### src/rtl/uart_pkg.sv
`default_nettype none
// ============================================================================
// Module   : uart_pkg
// Purpose  : Shared types for the UART receive path: parity mode selector
//            and receiver FSM state encoding.
// Ports    : none (package)
// Revision : 1.0 - initial release
// ============================================================================
package uart_pkg;

    typedef enum logic [1:0] {
        PAR_NONE = 2'd0,
        PAR_EVEN = 2'd1,
        PAR_ODD  = 2'd2
    } parity_t;

    typedef enum logic [2:0] {
        ST_IDLE      = 3'd0,
        ST_START     = 3'd1,
        ST_DATA      = 3'd2,
        ST_PARITY    = 3'd3,
        ST_STOP      = 3'd4,
        ST_WAIT_IDLE = 3'd5
    } rx_state_t;

endpackage
`default_nettype wire

### src/rtl/spike_filter.sv
`default_nettype none
// ============================================================================
// Module   : spike_filter
// Purpose  : Rejects single-cycle spikes: the output only follows the input
//            once the input has held the same value for two samples.
// Ports    : clk, rst  - clock and synchronous active-high reset
//            i_d       - synchronized input
//            o_q       - filtered output (INITIAL_VALUE during reset)
// Revision : 1.0 - initial release
// ============================================================================
module spike_filter #(
    parameter logic INITIAL_VALUE = 1'b1
) (
    input  logic clk,
    input  logic rst,
    input  logic i_d,
    output logic o_q
);

    logic r_prev;
    logic r_q;

    always_ff @(posedge clk) begin
        if (rst) begin
            r_prev <= INITIAL_VALUE;
            r_q    <= INITIAL_VALUE;
        end else begin
            r_prev <= i_d;
            if (i_d == r_prev) begin
                r_q <= i_d;
            end
        end
    end

    assign o_q = r_q;

endmodule
`default_nettype wire

### src/rtl/synchronizer.sv
`default_nettype none
// ============================================================================
// Module   : synchronizer
// Purpose  : Two-flop synchronizer for a single asynchronous bit.
// Ports    : clk, rst  - clock and synchronous active-high reset
//            i_d       - asynchronous input
//            o_q       - synchronized output (INITIAL_VALUE during reset)
// Revision : 1.0 - initial release
// ============================================================================
module synchronizer #(
    parameter logic INITIAL_VALUE = 1'b1
) (
    input  logic clk,
    input  logic rst,
    input  logic i_d,
    output logic o_q
);

    logic r_meta;
    logic r_sync;

    always_ff @(posedge clk) begin
        if (rst) begin
            r_meta <= INITIAL_VALUE;
            r_sync <= INITIAL_VALUE;
        end else begin
            r_meta <= i_d;
            r_sync <= r_meta;
        end
    end

    assign o_q = r_sync;

endmodule
`default_nettype wire

### src/rtl/uart_rx_fifo.sv
`default_nettype none
// ============================================================================
// Module   : uart_rx_fifo
// Purpose  : First-word-fall-through receive buffer. A push when full is
//            dropped (flagged on o_drop) unless a pop frees a slot in the
//            same cycle.
// Ports    : clk, rst  - clock and synchronous active-high reset
//            i_push    - write request, i_data - word to write
//            i_pop     - consumer accepts head word (ignored when empty)
//            o_data    - head word, o_valid - buffer non-empty
//            o_drop    - pushed word discarded this cycle
// Revision : 1.0 - initial release
// ============================================================================
module uart_rx_fifo #(
    parameter int WIDTH = 10,
    parameter int DEPTH = 4
) (
    input  logic             clk,
    input  logic             rst,
    input  logic             i_push,
    input  logic [WIDTH-1:0] i_data,
    input  logic             i_pop,
    output logic [WIDTH-1:0] o_data,
    output logic             o_valid,
    output logic             o_drop
);

    localparam int            c_AW         = $clog2(DEPTH);
    localparam logic [c_AW:0] c_FULL_COUNT = (c_AW + 1)'(DEPTH);

    logic [WIDTH-1:0] r_mem [DEPTH];
    logic [c_AW-1:0]  r_wr_ptr;
    logic [c_AW-1:0]  r_rd_ptr;
    logic [c_AW:0]    r_count;
    logic             w_full;
    logic             w_pop;
    logic             w_wr;

    assign w_full  = (r_count == c_FULL_COUNT);
    assign o_valid = (r_count != '0);
    assign w_pop   = i_pop && o_valid;
    // A same-cycle pop frees the slot the push needs.
    assign w_wr    = i_push && (!w_full || w_pop);
    assign o_drop  = i_push && w_full && !w_pop;
    assign o_data  = r_mem[r_rd_ptr];

    always_ff @(posedge clk) begin
        if (w_wr) begin
            r_mem[r_wr_ptr] <= i_data;
        end
    end

    always_ff @(posedge clk) begin
        if (rst) begin
            r_wr_ptr <= '0;
            r_rd_ptr <= '0;
            r_count  <= '0;
        end else begin
            if (w_wr) begin
                r_wr_ptr <= r_wr_ptr + 1'b1;
            end
            if (w_pop) begin
                r_rd_ptr <= r_rd_ptr + 1'b1;
            end
            case ({w_wr, w_pop})
                2'b10:   r_count <= r_count + 1'b1;
                2'b01:   r_count <= r_count - 1'b1;
                default: r_count <= r_count;
            endcase
        end
    end

endmodule
`default_nettype wire

### src/rtl/async_receiver_cfg.sv
`default_nettype none
// ============================================================================
// Module   : async_receiver_cfg
// Purpose  : Configurable oversampling UART receiver with FWFT buffer.
// Ports    : clk_uart     - receive clock, OVERSAMPLE_RATE x baud
//            rst          - synchronous active-high reset
//            rx           - asynchronous serial line, idle high
//            m_data       - head-of-buffer data (LSB first on the wire)
//            m_frame_err  - head word saw a low stop bit
//            m_parity_err - head word failed parity
//            m_valid      - buffer non-empty, m_ready - consumer accepts head
//            overrun      - sticky: a completed word was dropped (buffer full)
//            clr_err      - clears overrun
//            busy         - receiver is mid-frame (not IDLE)
// Revision : 1.0 - initial release
// ============================================================================
module async_receiver_cfg
    import uart_pkg::*;
#(
    parameter int      DATA_BITS        = 8,
    parameter int      OVERSAMPLE_WIDTH = 3,
    parameter parity_t PARITY           = PAR_NONE,
    parameter int      STOP_BITS        = 1,
    parameter int      FIFO_DEPTH       = 4
) (
    input  logic                 clk_uart,
    input  logic                 rst,
    input  logic                 rx,
    output logic [DATA_BITS-1:0] m_data,
    output logic                 m_frame_err,
    output logic                 m_parity_err,
    output logic                 m_valid,
    input  logic                 m_ready,
    output logic                 overrun,
    input  logic                 clr_err,
    output logic                 busy
);

    localparam int                          c_OVERSAMPLE_RATE = 1 << OVERSAMPLE_WIDTH;
    localparam logic [OVERSAMPLE_WIDTH-1:0] c_MID_PHASE = OVERSAMPLE_WIDTH'(c_OVERSAMPLE_RATE / 2 - 1);
    localparam logic [3:0]                  c_LAST_DATA = 4'(DATA_BITS - 1);
    localparam logic [3:0]                  c_LAST_STOP = 4'(STOP_BITS - 1);
    localparam int                          c_WORD_W    = DATA_BITS + 2;

    logic                        w_rx_sync;
    logic                        w_rxf;
    rx_state_t                   r_state;
    rx_state_t                   w_state_nxt;
    logic [OVERSAMPLE_WIDTH-1:0] r_phase;
    logic [3:0]                  r_bit_cnt;
    logic [DATA_BITS-1:0]        r_shift;
    logic                        r_frame_err;
    logic                        r_parity_err;
    logic                        r_overrun;
    logic                        w_strobe;
    logic                        w_push;
    logic                        w_drop;
    logic                        w_par_sum;
    logic [c_WORD_W-1:0]         w_push_word;
    logic [c_WORD_W-1:0]         w_head_word;

    synchronizer #(.INITIAL_VALUE(1'b1)) u_sync (
        .clk (clk_uart),
        .rst (rst),
        .i_d (rx),
        .o_q (w_rx_sync)
    );

    spike_filter #(.INITIAL_VALUE(1'b1)) u_filter (
        .clk (clk_uart),
        .rst (rst),
        .i_d (w_rx_sync),
        .o_q (w_rxf)
    );

    // The phase counter is zero on entry to START, so the strobe lands
    // mid-bit for the start bit and every bit after it.
    assign w_strobe    = (r_phase == c_MID_PHASE);
    assign w_par_sum   = (^r_shift) ^ w_rxf;
    // The final stop sample is folded in directly so the pushed word
    // carries it without waiting a cycle.
    assign w_push_word = {r_shift, r_frame_err | ~w_rxf, r_parity_err};

    always_ff @(posedge clk_uart) begin
        if (rst) begin
            r_state <= ST_IDLE;
        end else begin
            r_state <= w_state_nxt;
        end
    end

    always_comb begin
        w_state_nxt = r_state;
        w_push      = 1'b0;
        case (r_state)
            ST_IDLE: begin
                if (!w_rxf) w_state_nxt = ST_START;
            end
            ST_START: begin
                if (w_strobe) w_state_nxt = w_rxf ? ST_IDLE : ST_DATA;
            end
            ST_DATA: begin
                if (w_strobe && (r_bit_cnt == c_LAST_DATA)) begin
                    w_state_nxt = (PARITY == PAR_NONE) ? ST_STOP : ST_PARITY;
                end
            end
            ST_PARITY: begin
                if (w_strobe) w_state_nxt = ST_STOP;
            end
            ST_STOP: begin
                if (w_strobe && (r_bit_cnt == c_LAST_STOP)) begin
                    w_push      = 1'b1;
                    // A line still low here is a break; hold until it releases.
                    w_state_nxt = w_rxf ? ST_IDLE : ST_WAIT_IDLE;
                end
            end
            ST_WAIT_IDLE: begin
                if (w_rxf) w_state_nxt = ST_IDLE;
            end
            default: w_state_nxt = ST_IDLE;
        endcase
    end

    always_ff @(posedge clk_uart) begin
        if (rst) begin
            r_phase      <= '0;
            r_bit_cnt    <= '0;
            r_shift      <= '0;
            r_frame_err  <= 1'b0;
            r_parity_err <= 1'b0;
        end else begin
            if ((r_state == ST_IDLE) || (w_state_nxt == ST_IDLE)) begin
                r_phase <= '0;
            end else begin
                r_phase <= r_phase + 1'b1;
            end
            if (w_strobe) begin
                case (r_state)
                    ST_START: begin
                        r_bit_cnt    <= '0;
                        r_frame_err  <= 1'b0;
                        r_parity_err <= 1'b0;
                    end
                    ST_DATA: begin
                        r_shift   <= {w_rxf, r_shift[DATA_BITS-1:1]};
                        // Counter is reused for stop bits, so restart it here.
                        r_bit_cnt <= (r_bit_cnt == c_LAST_DATA) ? '0 : r_bit_cnt + 1'b1;
                    end
                    ST_PARITY: begin
                        r_parity_err <= (PARITY == PAR_ODD) ? ~w_par_sum : w_par_sum;
                    end
                    ST_STOP: begin
                        if (!w_rxf) r_frame_err <= 1'b1;
                        r_bit_cnt <= r_bit_cnt + 1'b1;
                    end
                    default: begin
                    end
                endcase
            end
        end
    end

    // Setting wins over clearing so a drop coinciding with clr_err is kept.
    always_ff @(posedge clk_uart) begin
        if (rst) begin
            r_overrun <= 1'b0;
        end else if (w_drop) begin
            r_overrun <= 1'b1;
        end else if (clr_err) begin
            r_overrun <= 1'b0;
        end
    end

    uart_rx_fifo #(
        .WIDTH (c_WORD_W),
        .DEPTH (FIFO_DEPTH)
    ) u_fifo (
        .clk     (clk_uart),
        .rst     (rst),
        .i_push  (w_push),
        .i_data  (w_push_word),
        .i_pop   (m_ready),
        .o_data  (w_head_word),
        .o_valid (m_valid),
        .o_drop  (w_drop)
    );

    assign {m_data, m_frame_err, m_parity_err} = w_head_word;
    assign overrun = r_overrun;
    assign busy    = (r_state != ST_IDLE);

endmodule
`default_nettype wire

### config.mk
export PLATFORM = sky130hd
export DESIGN_NAME = async_receiver_cfg
export DESIGN_NICKNAME = d
export VERILOG_FILES = /design/src/rtl/uart_pkg.sv /design/src/rtl/spike_filter.sv /design/src/rtl/synchronizer.sv /design/src/rtl/uart_rx_fifo.sv /design/src/rtl/async_receiver_cfg.sv
export SDC_FILE = /design/constraint.sdc
export NUM_CORES = 1
export LEC_CHECK = 0
export CAP_MARGIN = 15
export CORE_UTILIZATION = 45
export DETAILED_ROUTE_END_ITERATION = 10
export GPL_ROUTABILITY_DRIVEN = 0
export PLACE_DENSITY = 0.61
export SYNTH_ARGS = -nofsm -noshare
export SYNTH_HDL_FRONTEND = slang
export SYNTH_HIERARCHICAL = 1
export SYNTH_SLANG_ARGS = --single-unit
### constraint.sdc
create_clock -name clk_uart -period 2.42 [get_ports clk_uart]
set_input_delay 0.484 -clock clk_uart [delete_from_list [all_inputs] [get_ports clk_uart]]
set_output_delay 0.484 -clock clk_uart [all_outputs]
set_load 0.03 [all_outputs]
==> flow_summary.json <==
{
  "synthFlopType": "edfxtp_1",
  "fin_setup_tns_ns": 0,
  "rsz0062_at_grt": "no",
  "p_sw_share_pct": 22.30,
  "grt_pass1_wl_microns": 8859,
  "grt_usage_pct": 15.58,
  "worstSkewPairLatency_ns": 0.34,
  "drive_gt1_share_pct": 19.86,
  "worstPathMaxFanout": 14,
  "maxCapViolCount": 0,
  "power_mw": 2.382,
  "multi_input_area_sq_um": 1276,
  "finalClockSkew_ns": 0.01267,
  "cts.clk_slew.worst_paths_ns": 0.07,
  "wl_met2_microns": 2478,
  "startpoint_type": "flip-flop",
  "drc": 0,
  "core_region_area_sq_um": 6907,
  "wire_per_inst_microns": 13.86,
  "die_h_microns": 87.21,
  "drtAntennaViolNets": 0,
  "timing.final.setup_violations": 0,
  "setup.worst_path.start": "r_state[0]",
  "grt_pass1_vias": 1841,
  "fin_cells": 373,
  "hp-class": "flip-flop to flip-flop",
  "ir_drop_mv": 0.3838,
  "p_leak_nw": 1.347,
  "slew_violations": 0,
  "hold_viol": 0,
  "crit_end": "busy",
  "synth-seq-cells": 74,
  "place_ws_ns": 0.0001901,
  "cts_tree": "built",
  "r2r_end": "u_fifo/r_count[2]",
  "route.met3.wl_microns": 145,
  "cts-hold-fix-buffers": 0,
  "combinationalPowerShare_pct": 4.3,
  "clock_power_share_pct": 40.3,
  "r2r-start": "r_phase[0]",
  "power_density_nw_per_um2": 627.1,
  "synthArstFlopShare_pct": 0,
  "cp.arrival_ns": 1.76,
  "cts_buffers": 9,
  "ff2ff_path_depth": 8,
  "path_class": "flip-flop to output pin",
  "p_int_mw": 1.851,
  "seqCellArea_sq_um": 1882,
  "cts-root-buf": "clkbuf_8",
  "cts_buffer_depth": 2,
  "reg2reg_slack_ns": 0.18,
  "cp_data_required_time_ns": 1.94,
  "diodes": 0,
  "maxSlewHeadroom_pct": 63.83,
  "synthCells": 242,
  "synth_fp_nets": 256,
  "synth.distinct_cells": 55,
  "yosysSeqAreaShare_pct": 57.60,
  "numPortBuffers": 17,
  "clock_sinks": 74,
  "place_area_sq_um": 3596,
  "grt_max_degree": 19,
  "fmax_mhz": 444.7,
  "final_cell_area_sq_um": 3799,
  "rows": 30,
  "dp_cells": 357,
  "nets": 286,
  "vias_per_cell": 5.056,
  "cts_max_level": 3,
  "syn_avg_cell_area_sq_um": 13.50,
  "period_needed_ns": 2.249,
  "outcome": "complete, no violations",
  "antenna_found_initial": 0,
  "finalCritPeriodShare_pct": 92.92,
  "synthesis.area_sq_um": 3267,
  "synth-edff-count": 40,
  "start_util_pct": 47.30,
  "cts_setup_buffers": 0,
  "wl_met1_microns": 2467,
  "vias": 1886,
  "switching_power_mw": 0.5314,
  "wl_microns": 5169,
  "drtPass1Iterations": 4,
  "route.top_layer_used": "met4",
  "pwr-share-seq_pct": 55.4,
  "worst_slew_pin_slew_ns": 0.5426,
  "die_area_sq_um": 7605,
  "drt_first_iter_violations": 96,
  "grt_overflow": 0,
  "fill_cells": 587,
  "synth_warnings": 6,
  "io_pins": 18,
  "finalWorstSetupSlack_ns": 0.1713,
  "dpl.hpwl_microns": 3424,
  "setup.worst_path.end_class": "output pin",
  "syn2layout_area_growth_pct": 16.28,
  "die_x_microns": 87.21,
  "layout_common_cells": "40 x edfxtp_1, 34 x dfxtp_1, 21 x nor2_1",
  "final_common_cell": "edfxtp_1"
}
[kinds of logic after synthesis]
kind of cell             count (synthesis)  share of synthesized area [%]
flip-flops                              74                          57.60
AND/OR/NAND/NOR                         70                          12.98
AO/OA/AOI/OAI                           31                          7.622
buffers and inverters                   24                          3.791
multiplexers                            21                          10.42
XOR/XNOR                                13                          3.906
adder cells (fa/ha/maj)                  9                          3.677
[metrics by stage]
step	utilization, %	hold slack (ns)
3_3_place_gp	52.07	0.3883
6_report	55.00	0.4126
2_1_floorplan	-	0.3832
3_5_place_dp	52.07	0.3977
4_1_cts	54.78	0.4169
5_1_grt	55.00	0.4378
[sequential cells by signal, summed over array words and instances (netlist names), named ones only]
name             cells
r_bit_cnt            4
u_fifo/r_count       3
overrun              1
r_parity_err         1
r_frame_err          1
u_fifo/r_wr_ptr      2
r_phase              3
u_filter/o_q         1
r_state              3
u_fifo/r_mem        40
u_sync/r_meta        1
u_fifo/r_rd_ptr      2
r_shift              8
u_filter/r_prev      1
u_sync/o_q           1
[metal layers]
metal | GRT usage [%] | vias to the layer above
met5 | 0 | -
met4 | 6.706 | 0
met3 | 4.076 | 7
met2 | 25.77 | 29
met1 | 19.37 | 905
li1 | - | 945
[power by group through the flow]
| stage | Combinational (mW) | Clock, mW | Sequential (mW) |
|---|---|---|---|
| detailed placement | 0.107 | 0 | 1.35 |
| global placement | 0.108 | 0 | 1.35 |
| finish | 0.101 | 0.960 | 1.32 |
| global route | 0.110 | 1.04 | 1.32 |
| CTS | 0.103 | 0.993 | 1.32 |
| floorplan | 0.0694 | 0 | 1.35 |
[critical path, cell delays in order (launching register included)]
cell             delay, ns
dfxtp_1               0.38
buf_4                 0.22
nor2_1                0.09
nand2_1               0.08
clkdlybuf4s50_1       0.66
[layout make-up]
cell class	count	area share, %
inverters	12	1.186
well taps	96	3.162
clock buffers	9	3.261
repair buffers	31	7.246
clock inverters	7	2.009
flip-flops and latches	74	49.54
multi-input cells	144	33.60
[synth_stat cells (all sizes together), types with 2 or more instances]
cell type,number,area (sq um)
a211oi,4,40.03
a21o,2,15.01
a21oi,7,35.03
a221oi,2,17.52
and2,6,37.54
and2b,2,16.27
buf,10,71.31
clkbuf,2,7.510
dfxtp,34,680.7
edfxtp,40,1201
ha,8,100.1
inv,12,45.04
mux2i,10,100.1
mux4,10,225.2
nand2,5,18.77
nand2b,3,18.77
nand3,4,20.02
nand3b,6,45.04
nor2,21,78.83
nor2b,5,33.78
nor3b,5,52.55
o211ai,2,15.01
o21ai,5,28.78
or2,4,25.03
or3,3,23.77
xnor2,7,61.31
xor2,5,43.79
[worst min-delay path by stage]
stage,start,to,slack [ns],depth (start not counted)
global route,u_sync/r_meta,u_sync/o_q,0.44,1
finish,u_sync/r_meta,u_sync/o_q,0.41,1
global placement,u_sync/r_meta,u_sync/o_q,0.39,1
detailed placement,u_sync/r_meta,u_sync/o_q,0.40,1
CTS,u_sync/r_meta,u_sync/o_q,0.42,1
floorplan,u_sync/r_meta,u_sync/o_q,0.38,1
[repair_timing]
| action | in CTS | in global routing |
|---|---|---|
| endpoints found under the setup margin | 10 | 41 |
| resized for setup | 10 | 2 |
| cloned | 0 | 0 |
Power figures use the tool's default switching activity.
